===== src/rtl/mem_wb_pkg.sv =====
// Shared types and constants for the MEM->WB pipeline stage.
// MEM_WB_HILO_EN widens each stored entry with the HI/LO write path.
package mem_wb_pkg;

  localparam int unsigned DEF_ADDR_W = 5;
  localparam int unsigned DEF_DATA_W = 32;

  localparam logic [DEF_ADDR_W-1:0] NOP_REG_ADDR = '0;
  localparam logic [DEF_DATA_W-1:0] ZERO_WORD    = '0;

  typedef enum logic [1:0] {
    EMPTY = 2'd0,
    ONE   = 2'd1,
    FULL  = 2'd2
  } state_t;

  // Width of one GPR write-back channel: enable + address + data.
  function automatic int unsigned lane_w(input int unsigned addr_w,
                                         input int unsigned data_w);
    return 1 + addr_w + data_w;
  endfunction

  // Flat width of one buffered entry (all lanes, plus HI/LO when enabled).
  function automatic int unsigned entry_w(input int unsigned lanes,
                                          input int unsigned addr_w,
                                          input int unsigned data_w);
`ifdef MEM_WB_HILO_EN
    return lanes * lane_w(addr_w, data_w) + 1 + 2 * data_w;
`else
    return lanes * lane_w(addr_w, data_w);
`endif
  endfunction

endpackage


===== src/rtl/mem_wb_slot.sv =====
// One storage slot of the MEM->WB stage: flat register with
// synchronous clear (dominant) and load enable.
module mem_wb_slot #(
  parameter int unsigned W = 1
) (
  input  logic         clk,
  input  logic         clear,
  input  logic         load,
  input  logic [W-1:0] d,
  output logic [W-1:0] q
);

  always_ff @(posedge clk) begin
    if (clear) begin
      q <= '0;
    end else if (load) begin
      q <= d;
    end
  end

endmodule


===== src/rtl/mem_wb_pipe.sv =====
// MEM->WB pipeline stage: LANES write-back channels behind a 2-entry skid
// buffer with valid/ready handshake and flush. MEM_WB_HILO_EN adds HI/LO.
module mem_wb_pipe
  import mem_wb_pkg::*;
#(
  parameter int unsigned ADDR_W = DEF_ADDR_W,
  parameter int unsigned DATA_W = DEF_DATA_W,
  parameter int unsigned LANES  = 1
) (
  input  logic                     clk,
  input  logic                     rst,
  input  logic                     flush,
  input  logic                     in_valid,
  output logic                     in_ready,
  input  logic [LANES-1:0]         in_wreg,
  input  logic [LANES*ADDR_W-1:0]  in_waddr,
  input  logic [LANES*DATA_W-1:0]  in_wdata,
`ifdef MEM_WB_HILO_EN
  input  logic                     in_whilo,
  input  logic [DATA_W-1:0]        in_hi,
  input  logic [DATA_W-1:0]        in_lo,
  output logic                     out_whilo,
  output logic [DATA_W-1:0]        out_hi,
  output logic [DATA_W-1:0]        out_lo,
`endif
  output logic                     out_valid,
  input  logic                     out_ready,
  output logic [LANES-1:0]         out_wreg,
  output logic [LANES*ADDR_W-1:0]  out_waddr,
  output logic [LANES*DATA_W-1:0]  out_wdata
);

  localparam int unsigned ENTRY_W = entry_w(LANES, ADDR_W, DATA_W);
  localparam int unsigned DATA_L  = LANES * DATA_W;
  localparam int unsigned ADDR_L  = LANES * ADDR_W;
  localparam int unsigned GPR_W   = LANES + ADDR_L + DATA_L;

  state_t state;

  logic               accept;
  logic               pop;
  logic               clear;
  logic               main_load;
  logic               skid_load;
  logic [ENTRY_W-1:0] in_entry;
  logic [ENTRY_W-1:0] main_d;
  logic [ENTRY_W-1:0] main_q;
  logic [ENTRY_W-1:0] skid_q;

  // Handshake flags are pure decodes of the state register, so in_ready
  // has no path from out_ready.
  assign in_ready  = (state != FULL);
  assign out_valid = (state != EMPTY);
  assign accept    = in_valid && in_ready;
  assign pop       = out_valid && out_ready;
  assign clear     = rst || flush;

  // Entry layout, LSB first: wdata lanes, waddr lanes, wreg lanes, [lo, hi, whilo].
`ifdef MEM_WB_HILO_EN
  assign in_entry = {in_whilo, in_hi, in_lo, in_wreg, in_waddr, in_wdata};
`else
  assign in_entry = {in_wreg, in_waddr, in_wdata};
`endif

  // MAIN takes the input when it is (or is about to be) free, or drains
  // SKID when a FULL stage is popped; SKID only catches the stalled entry.
  always_comb begin
    main_load = 1'b0;
    skid_load = 1'b0;
    main_d    = in_entry;
    case (state)
      EMPTY: main_load = accept;
      ONE: begin
        main_load = accept && pop;
        skid_load = accept && !pop;
      end
      FULL: begin
        main_load = pop;
        main_d    = skid_q;
      end
      default: begin
        main_load = 1'b0;
        skid_load = 1'b0;
      end
    endcase
  end

  // Occupancy state; reset and flush both empty the stage.
  always_ff @(posedge clk) begin
    if (rst) begin
      state <= EMPTY;
    end else if (flush) begin
      state <= EMPTY;
    end else begin
      case (state)
        EMPTY: begin
          if (accept) state <= ONE;
        end
        ONE: begin
          if (accept && !pop) begin
            state <= FULL;
          end else if (!accept && pop) begin
            state <= EMPTY;
          end
        end
        FULL: begin
          if (pop) state <= ONE;
        end
        default: state <= EMPTY;
      endcase
    end
  end

  mem_wb_slot #(.W(ENTRY_W)) u_main (
    .clk   (clk),
    .clear (clear),
    .load  (main_load),
    .d     (main_d),
    .q     (main_q)
  );

  mem_wb_slot #(.W(ENTRY_W)) u_skid (
    .clk   (clk),
    .clear (clear),
    .load  (skid_load),
    .d     (in_entry),
    .q     (skid_q)
  );

  // Enables are gated so a stale MAIN never issues a register write.
  assign out_wdata = main_q[DATA_L-1:0];
  assign out_waddr = main_q[DATA_L +: ADDR_L];
  assign out_wreg  = main_q[DATA_L+ADDR_L +: LANES] & {LANES{out_valid}};

`ifdef MEM_WB_HILO_EN
  assign out_lo    = main_q[GPR_W +: DATA_W];
  assign out_hi    = main_q[GPR_W+DATA_W +: DATA_W];
  assign out_whilo = main_q[GPR_W+2*DATA_W] & out_valid;
`else
  logic unused_gpr_w;
  assign unused_gpr_w = (GPR_W == ENTRY_W);
`endif

endmodule


===== config.mk =====
export PLATFORM = sky130hd
export DESIGN_NAME = mem_wb_pipe
export DESIGN_NICKNAME = d
export VERILOG_FILES = /design/src/rtl/mem_wb_pkg.sv /design/src/rtl/mem_wb_slot.sv /design/src/rtl/mem_wb_pipe.sv
export SDC_FILE = /design/constraint.sdc
export NUM_CORES = 1
export LEC_CHECK = 0
export BUFFER_PORTS_ARGS = -buffer_cell sky130_fd_sc_hd__buf_4
export CORE_MARGIN = 5
export CORE_UTILIZATION = 55
export CTS_BUF_LIST = sky130_fd_sc_hd__clkbuf_8
export CTS_CLUSTER_SIZE = 40
export DETAILED_ROUTE_END_ITERATION = 7
export HOLD_SLACK_MARGIN = 0.05
export MAX_ROUTING_LAYER = met4
export PLACE_DENSITY = 0.82
export SYNTH_ARGS = -nofsm -noshare
export SYNTH_HDL_FRONTEND = slang
export SYNTH_HIERARCHICAL = 1
export SYNTH_SLANG_ARGS = --single-unit
export TNS_END_PERCENT = 20

===== constraint.sdc =====
create_clock -name clk -period 2 [get_ports clk]
set_clock_uncertainty 0.05 [all_clocks]
set_input_delay 0.3 -clock clk [delete_from_list [all_inputs] [get_ports clk]]
set_output_delay 0.3 -clock clk [all_outputs]
set_load 0.02 [all_outputs]

==> results.cfg, run 1 <==
[status]
status = finished clean

[yosys]
yosysSeqAreaShare = 0.450
synth_top_cell_area_share = 0.450
avgSynthCellArea_um2 = 11.5
synth-edff-count = 0
yosysTopAreaCell = dfxtp_1
ys.flop_type = dfxtp_1
synth-async-reset-ratio = 0
syn_area_mm2 = 0.00347
synth_cell_type_count = 21
ys.warnings.count = 6
syn-num-nets = 346
synth_area_leaders = dfxtp_1, mux2i_1, mux2_4
yosys-top-cells-count = dfxtp_1, mux2i_1, nor2_1
synth.most_common_cell = dfxtp_1
postSynthCellCount = 303
ys_seq_elements = 78

[critical_path]
required_ns = 1.65
worst-path-buf-inv = 1
critical-path-max-stage-delay_ns = 0.41
cp-start-kind = flop
end_kind = output pin
crit_chain = or2_2 -> and2_1 -> buf_4
arrival_ns = 1.41
reg2regPathDepth = 5
slowest_stage = dfxtp_1
path_depth = 3
path_class = reg2out
crit_path_max_fanout = 6
cp_top_family = simple AND/OR/NAND/NOR gates

[clock_network]
cts_tree = built
numCtsBuffers = 9
clk_pin_slew_ns = 0.08
root_buffer = clkbuf_8
clkLatencyLatePin_ns = 0.33
clockBufferDepth = 2
post_cts_resized = 0
ctsHoldBuffers = 0
cts_max_level = 3
post-cts-setup-buffers = 0
cts_sinks = 78

[timing]
finalSetupViolCount = 0
min_period_ns = 1.76
finalCritPeriodShare = 0.881
setup_tns_ns = 0
slew_viol_final = 0
hold_viol = 0
tightestPinTransition_ns = 0.770
slew_headroom = 0.486
fmax_mhz = 567
rsz0062_at_grt = false

[layout]
antenna_cells = 0
drive_above_1_share = 0.381
fillers = 480
syn_to_final_growth_pct = 23.6
utilization = 0.687
layout.nets = 426

[min_path]
hold_class = in2reg
hold_depth = 2

[pwr]
power.internal_w = 0.00239
worst_ir_drop_vdd_mv = 0.462
p_sw_frac = 0.236
powerDensity_mw_per_mm2 = 730
p_seq_frac = 0.511
p_leak_nw = 1.85
p_switching_w = 0.000739
p_comb_frac = 0.118
clkPwrFrac = 0.371

[routing]
drtIter0Drc = 75
drc_errors = 0
routed_wl_um = 6590
vias = 2332
ant_nets = 0
wl_per_cell_um = 14.2
drtPass1Iterations = 4
viasPerCell = 5.02

[grt]
grtUsageTotal = 0.178
gr-total-overflow = 0
grt_max_degree = 79
grt_use_met3 = 0.0387
grt.busiest_layer = met2
grt_pass1_vias = 2293
use_met2 = 0.279
grt_pass1_wl_um = 10800
antenna_found_initial = 0
grt_use_met1 = 0.222

[die]
initial_utilization = 0.556
die_x_um = 89.4
num_rows = 29
coreArea_mm2 = 0.00624
dieArea_mm2 = 0.00800
io_pins = 83
die_h_um = 89.4

[run]
max-cap-violations = 0

[place]
dp_hpwl_um = 4430
place.port_buffers = 82
place.gp.congestion = 0.717
[final timing paths]
path,start,to,slack (ns)
min,out_ready,state[1]$_SDFFE_PP0P_,0.11
min reg2reg,u_skid/q[33]$_SDFFE_PP0P_,u_skid/q[33]$_SDFFE_PP0P_,0.44
max reg2reg,state[0]$_SDFFE_PP0P_,u_skid/q[20]$_SDFFE_PP0P_,0.29
max,state[0]$_SDFFE_PP0P_,out_wreg,0.24
[power groups by stage]
| stage | sequential [W] | combinational, W | clock (W) |
|---|---|---|---|
| floorplan | 0.00166 | 0.000210 | 0 |
| detailed placement | 0.00164 | 0.000374 | 0 |
| global placement | 0.00164 | 0.000365 | 0 |
| CTS | 0.00160 | 0.000375 | 0.00120 |
| finish | 0.00160 | 0.000370 | 0.00116 |
| global route | 0.00160 | 0.000400 | 0.00127 |
[registers in the layout, summed over array words and instances, names as in the netlist]
signal	flops
state	2
u_skid/q	38
u_main/q	38
[metal layers]
| layer | wire, µm | part of all wire |
|---|---|---|
| met2 | 3210 | 0.49 |
| met4 | 95 | 0.014 |
| met1 | 2900 | 0.44 |
| met3 | 378 | 0.057 |
| met5 | 0 | 0 |
[cell usage in the layout, fill, tap and decap left out]
cell         n
or2_2        2
nand2b_2     1
clkinvlp_4   2
o32a_1       1
nor3_1       1
mux2_4      38
clkinv_2     1
and2_1       1
nor2b_4      1
and2b_1      1
clkinv_4     1
a21oi_1      2
bufinv_16    1
buf_12       3
inv_1        2
o21ai_4      1
nand2_1      2
nor2_1      76
buf_4       86
dfxtp_1     78
and2b_2      1
clkbuf_8    10
mux2i_1     76
[worst reg2reg max path: stages, from the launching register on]
cell	delay (ns)
dfxtp_1	0.53
nand2b_2	0.12
and2b_2	0.26
buf_4	0.31
mux2i_1	0.24
nor2_1	0.05
[area by class of cell]
cell class / count / area, µm² / area share
repair buffers: 89 / 706 / 0.164
multi-input cells: 204 / 1720 / 0.402
well taps: 77 / 96.3 / 0.0225
inverters: 1 / 3.75 / 0.000875
clock buffers: 10 / 138 / 0.0321
clock inverters: 6 / 62.6 / 0.0146
flip-flops and latches: 78 / 1560 / 0.364
[per-stage QoR]
step / std cells / hold slack [ns] / total power [W] / cell area [µm²] / worst slack [ns]
final: 465 / 0.108 / 0.00313 / 4290 / 0.238
after global routing: 465 / 0.100 / 0.00328 / 4290 / 0.160
after CTS: 465 / 0.0907 / 0.00317 / 4290 / 0.215
after detailed placement: 449 / 0.433 / 0.00201 / 4090 / 0.314
after global placement: 449 / 0.416 / 0.00200 / 4090 / 0.371
after floorplan: 303 / 0.329 / 0.00187 / 3470 / 0.561
[logic make-up (layout without fill, tap and decap cells)]
family                 Yosys count  after routing  share of synthesized area
multiplexers                   114            114                      0.384
AND/OR/NAND/NOR                 86             86                      0.102
flip-flops                      78             78                      0.450
buffers and inverters           21            106                     0.0573
AO/OA/AOI/OAI                    4              4                    0.00721
(Power assumes the default switching activity.)
==> run 2, diff against run 1 <==
- GPL_TIMING_DRIVEN: not set -> 0
==> run 2 against run 1 <==
Sequential power barely moved. Worst hold slack worse by 0.021 ns. Core utilization up 1.8 points. Register-to-register slack better by 0.04 ns. Critical path depth up 1. Global-route usage increased by 2.0 points. Highest routed layer unchanged.
==> results.cfg, run 2 (synthesis results as in run 1) <==
[clock_network]
clkLatencyLatePin_ns = 0.34
cts_tree = built
numCtsBuffers = 9
ctsHoldBuffers = 0
clk_pin_slew_ns = 0.08
cts_sinks = 78
clockBufferDepth = 2
root_buffer = clkbuf_8
post-cts-setup-buffers = 0
post_cts_resized = 0
cts_max_level = 3

[min_path]
holdPathEnd = state[1]$_SDFFE_PP0P_
hold_depth = 2
hold_class = in2reg
hold_start = out_ready

[timing]
fmax_mhz = 577
rsz0062_at_grt = false
final.setup.worst_slack_ns = 0.268
finalSetupViolCount = 0
tightestPinTransition_ns = 0.505
min_period_ns = 1.73
slew_headroom = 0.663
setup_tns_ns = 0
finalCritPeriodShare = 0.866
hold_viol = 0
slew_viol_final = 0

[die]
num_rows = 29
die_h_um = 89.4
coreArea_mm2 = 0.00624
die_x_um = 89.4
dieArea_mm2 = 0.00800
io_pins = 83
initial_utilization = 0.556

[place]
dp_hpwl_um = 5100
place.port_buffers = 82
place.gp.congestion = 0.751
place_ws_ns = 0.343
place_area_mm2 = 0.00418

[critical_path]
cp-start-kind = flop
crit_path_max_fanout = 10
r2r_slack_ns = 0.33
path_class = reg2out
end_kind = output pin
reg2reg_to = u_main/q[29]$_SDFFE_PP0P_
arrival_ns = 1.38
r2r_start = state[1]$_SDFFE_PP0P_
required_ns = 1.65
reg2regPathDepth = 7

[routing]
drc_errors = 0
viasPerCell = 5.13
vias = 2452
wl_met1_um = 2940
top_layer = met4
wl_met2_um = 3720
met3_length_um = 378
drtPass1Iterations = 5
ant_nets = 0
drtIter0Drc = 48
routed_wl_um = 7130
wl_per_cell_um = 14.9

[pwr]
power.internal_w = 0.00253
p_leak_nw = 1.90
p_sw_frac = 0.231
powerDensity_mw_per_mm2 = 747
p_seq_frac = 0.486
clkPwrFrac = 0.396
worst_ir_drop_vdd_mv = 0.555
power_w = 0.00329
p_switching_w = 0.000761
p_comb_frac = 0.118

[layout]
fillers = 475
syn_to_final_growth_pct = 26.9
top_regs = u_main/q: 38 flops, u_skid/q: 38 flops, state: 2 flops
final_cell_mix = buf_4, dfxtp_1, mux2i_1, nor2_1, mux2_4
drive_above_1_share = 0.384
antenna_cells = 0
utilization = 0.706
mostFrequentLayoutCell = buf_4
layout.nets = 439
stdcell_area_mm2 = 0.00441

[grt]
grt_pass1_wl_um = 11800
grt_max_degree = 14
grt_pass1_vias = 2604
antenna_found_initial = 0
gr-total-overflow = 0
grtUsageTotal = 0.198

[status]
status = finished clean

[run]
max-cap-violations = 0
## run 2: changes by cell type in the layout (fill, tap and decap cells not counted), sizes merged
cell / delta
buf: +9
clkbuf: +4
bufinv: +1
inv: -1
## run 2: power groups by stage
stage | clock network [W] | registers, W | logic (W)
final | 0.00130 | 0.00160 | 0.000389
after global placement | 0 | 0.00164 | 0.000381
after CTS | 0.00133 | 0.00160 | 0.000393
after global routing | 0.00141 | 0.00160 | 0.000419
after detailed placement | 0 | 0.00164 | 0.000392
after floorplan | 0 | 0.00166 | 0.000210
## run 2: metal layers
layer | vias to the layer above | GRT usage
met5 | - | -
li1 | 1210 | -
met2 | 61 | 0.336
met3 | 10 | 0.0599
met1 | 1171 | 0.219
met4 | 0 | 0.0744
## run 2: how the worst max path moves through the flow
stage	start	cells after the start	slack, ns	end
6_report	state[1]$_SDFFE_PP0P_	4	0.27	in_ready
3_5_place_dp	out_ready	7	0.34	u_skid/q[22]$_SDFFE_PP0P_
2_1_floorplan	state[1]$_SDFFE_PP0P_	7	0.56	u_main/q[26]$_SDFFE_PP0P_
3_3_place_gp	out_ready	7	0.41	u_skid/q[24]$_SDFFE_PP0P_
5_1_grt	state[1]$_SDFFE_PP0P_	4	0.16	in_ready
4_1_cts	state[1]$_SDFFE_PP0P_	4	0.25	in_ready
## run 2: critical path, stage by stage, from the launching register on
cell and delay (ns):
dfxtp_1 0.39, nor2b_4 0.24, buf_6 0.20, inv_1 0.06, buf_4 0.15
## run 2: final cells by class
cell class / instances / area [µm²] / share of cell area
Multi-Input combinational cell: 204 / 1710 / 0.388
Buffer: 20 / 195 / 0.0443
Inverter: 1 / 3.75 / 0.000852
Tap cell: 77 / 96.3 / 0.0219
Clock inverter: 6 / 85.1 / 0.0193
Clock buffer: 10 / 138 / 0.0312
Timing Repair Buffer: 82 / 616 / 0.140
Sequential cell: 78 / 1560 / 0.354
## run 2: per-stage QoR
| stage | instances | hold WS, ns |
|---|---|---|
| final | 478 | 0.0877 |
| after global routing | 478 | 0.0761 |
| after CTS | 478 | 0.0737 |
| after detailed placement | 462 | 0.435 |
| after global placement | 462 | 0.417 |
| after floorplan | 303 | 0.329 |
==> run 3, diff against run 2 <==
- CORE_UTILIZATION: 55 -> 45
- PLACE_DENSITY: 0.82 -> 0.69
==> run 3 against run 2 <==
Clock-buffer cell count is 1 higher. First-iteration DRC count stayed put. Via count is 1.4% lower. Die area is 20% higher. Critical path depth stayed put.
==> results.cfg, run 3 (synthesis results as in run 1) <==
[min_path]
hold_class = in2reg
hold_start = out_ready

[die]
die_h_um = 97.8
io_pins = 83
dieArea_mm2 = 0.00957
coreArea_mm2 = 0.00761
die_x_um = 97.8
num_rows = 32
initial_utilization = 0.456

[critical_path]
end_kind = output pin
cp-startpoint = state[1]$_SDFFE_PP0P_
required_ns = 1.65
cp-start-kind = flop
arrival_ns = 1.37
path_class = reg2out
crit_path_max_fanout = 10
r2r_start = state[1]$_SDFFE_PP0P_

[grt]
grtUsageTotal = 0.150
grt_pass1_wl_um = 11400
grt_pass1_vias = 2478
antenna_found_initial = 0
grt_max_degree = 15
gr-total-overflow = 0

[clock_network]
ctsHoldBuffers = 0
clkLatencyLatePin_ns = 0.33
clk_pin_slew_ns = 0.08
root_buffer = clkbuf_8
clockBufferDepth = 2
cts_tree = built
post-cts-setup-buffers = 0
cts_max_level = 3
post_cts_resized = 0
cts_sinks = 78
numCtsBuffers = 9

[routing]
drc_errors = 0
drtPass1Iterations = 4
ant_nets = 0
wl_per_cell_um = 13.5
vias = 2418
routed_wl_um = 6800
drtIter0Drc = 48
viasPerCell = 4.81

[place]
dp_hpwl_um = 4810
place.gp.congestion = 0.691
place.port_buffers = 82

[timing]
finalSetupViolCount = 0
tightestPinTransition_ns = 0.512
setup_tns_ns = 0
rsz0062_at_grt = false
holdWs_ns = 0.0982
hold_viol = 0
finalCritPeriodShare = 0.862
fmax_mhz = 580
slew_headroom = 0.659
min_period_ns = 1.72
slew_viol_final = 0

[status]
status = finished clean

[pwr]
p_comb_frac = 0.115
powerDensity_mw_per_mm2 = 754
p_switching_w = 0.000773
power.internal_w = 0.00259
worst_ir_drop_vdd_mv = 0.404
clkPwrFrac = 0.409
p_sw_frac = 0.230
p_seq_frac = 0.476
p_leak_nw = 1.92

[layout]
layout.nets = 439
syn_to_final_growth_pct = 28.3
fillers = 687
final_cell_mix = buf_4, dfxtp_1, mux2i_1, nor2_1, mux2_4
top_regs = u_main/q: 38 flops, u_skid/q: 38 flops, state: 2 flops
mostFrequentLayoutCell = buf_4
drive_above_1_share = 0.384
antenna_cells = 0

[run]
max-cap-violations = 0
-- run 3: per-stage QoR --
stage	area [µm²]	util	std cells	total power (W)	worst slack, ns
final	4450	0.586	503	0.00336	0.275
after detailed placement	4210	0.554	487	0.00203	0.351
after CTS	4450	0.586	503	0.00342	0.245
after global placement	4210	0.554	487	0.00202	0.380
after global routing	4450	0.586	503	0.00353	0.188
after floorplan	3470	-	303	0.00187	0.561
-- run 3: worst max-delay path: stages (launching register included) --
cell     delay, ns
dfxtp_1       0.40
nor2b_4       0.24
buf_6         0.20
inv_1         0.06
buf_4         0.15
-- run 3: layout make-up --
cell class                      count  area (µm²)  share of cell area
Multi-Input combinational cell    204        1710               0.384
Tap cell                          102         128              0.0287
Sequential cell                    78        1560               0.351
Clock buffer                       11         151              0.0340
Timing Repair Buffer               82         616               0.138
Buffer                             20         195              0.0438
Clock inverter                      5        88.8              0.0199
Inverter                            1        3.75            0.000843
-- run 3: final timing paths --
check                                   end  cells past startpoint  slack (ns)
setup / recovery                   in_ready                      4        0.28
hold / removal        state[1]$_SDFFE_PP0P_                      2         0.1
setup reg to reg  u_main/q[24]$_SDFFE_PP0P_                      7        0.40
hold reg to reg   u_main/q[37]$_SDFFE_PP0P_                      2        0.44
-- run 3: metal layers --
metal / GRT usage / vias to the layer above / wire, µm
met5: - / - / 0
met4: 0.0543 / 0 / 57
met3: 0.0429 / 5 / 332
met2: 0.237 / 60 / 3210
met1: 0.183 / 1143 / 3200
li1: - / 1210 / -
-- run 3: power groups by stage --
| stage | combinational (W) | sequential [W] | clock (W) |
|---|---|---|---|
| after global placement | 0.000385 | 0.00164 | 0 |
| after floorplan | 0.000210 | 0.00166 | 0 |
| after global routing | 0.000417 | 0.00160 | 0.00151 |
| final | 0.000385 | 0.00160 | 0.00137 |
| after CTS | 0.000390 | 0.00160 | 0.00143 |
| after detailed placement | 0.000390 | 0.00164 | 0 |
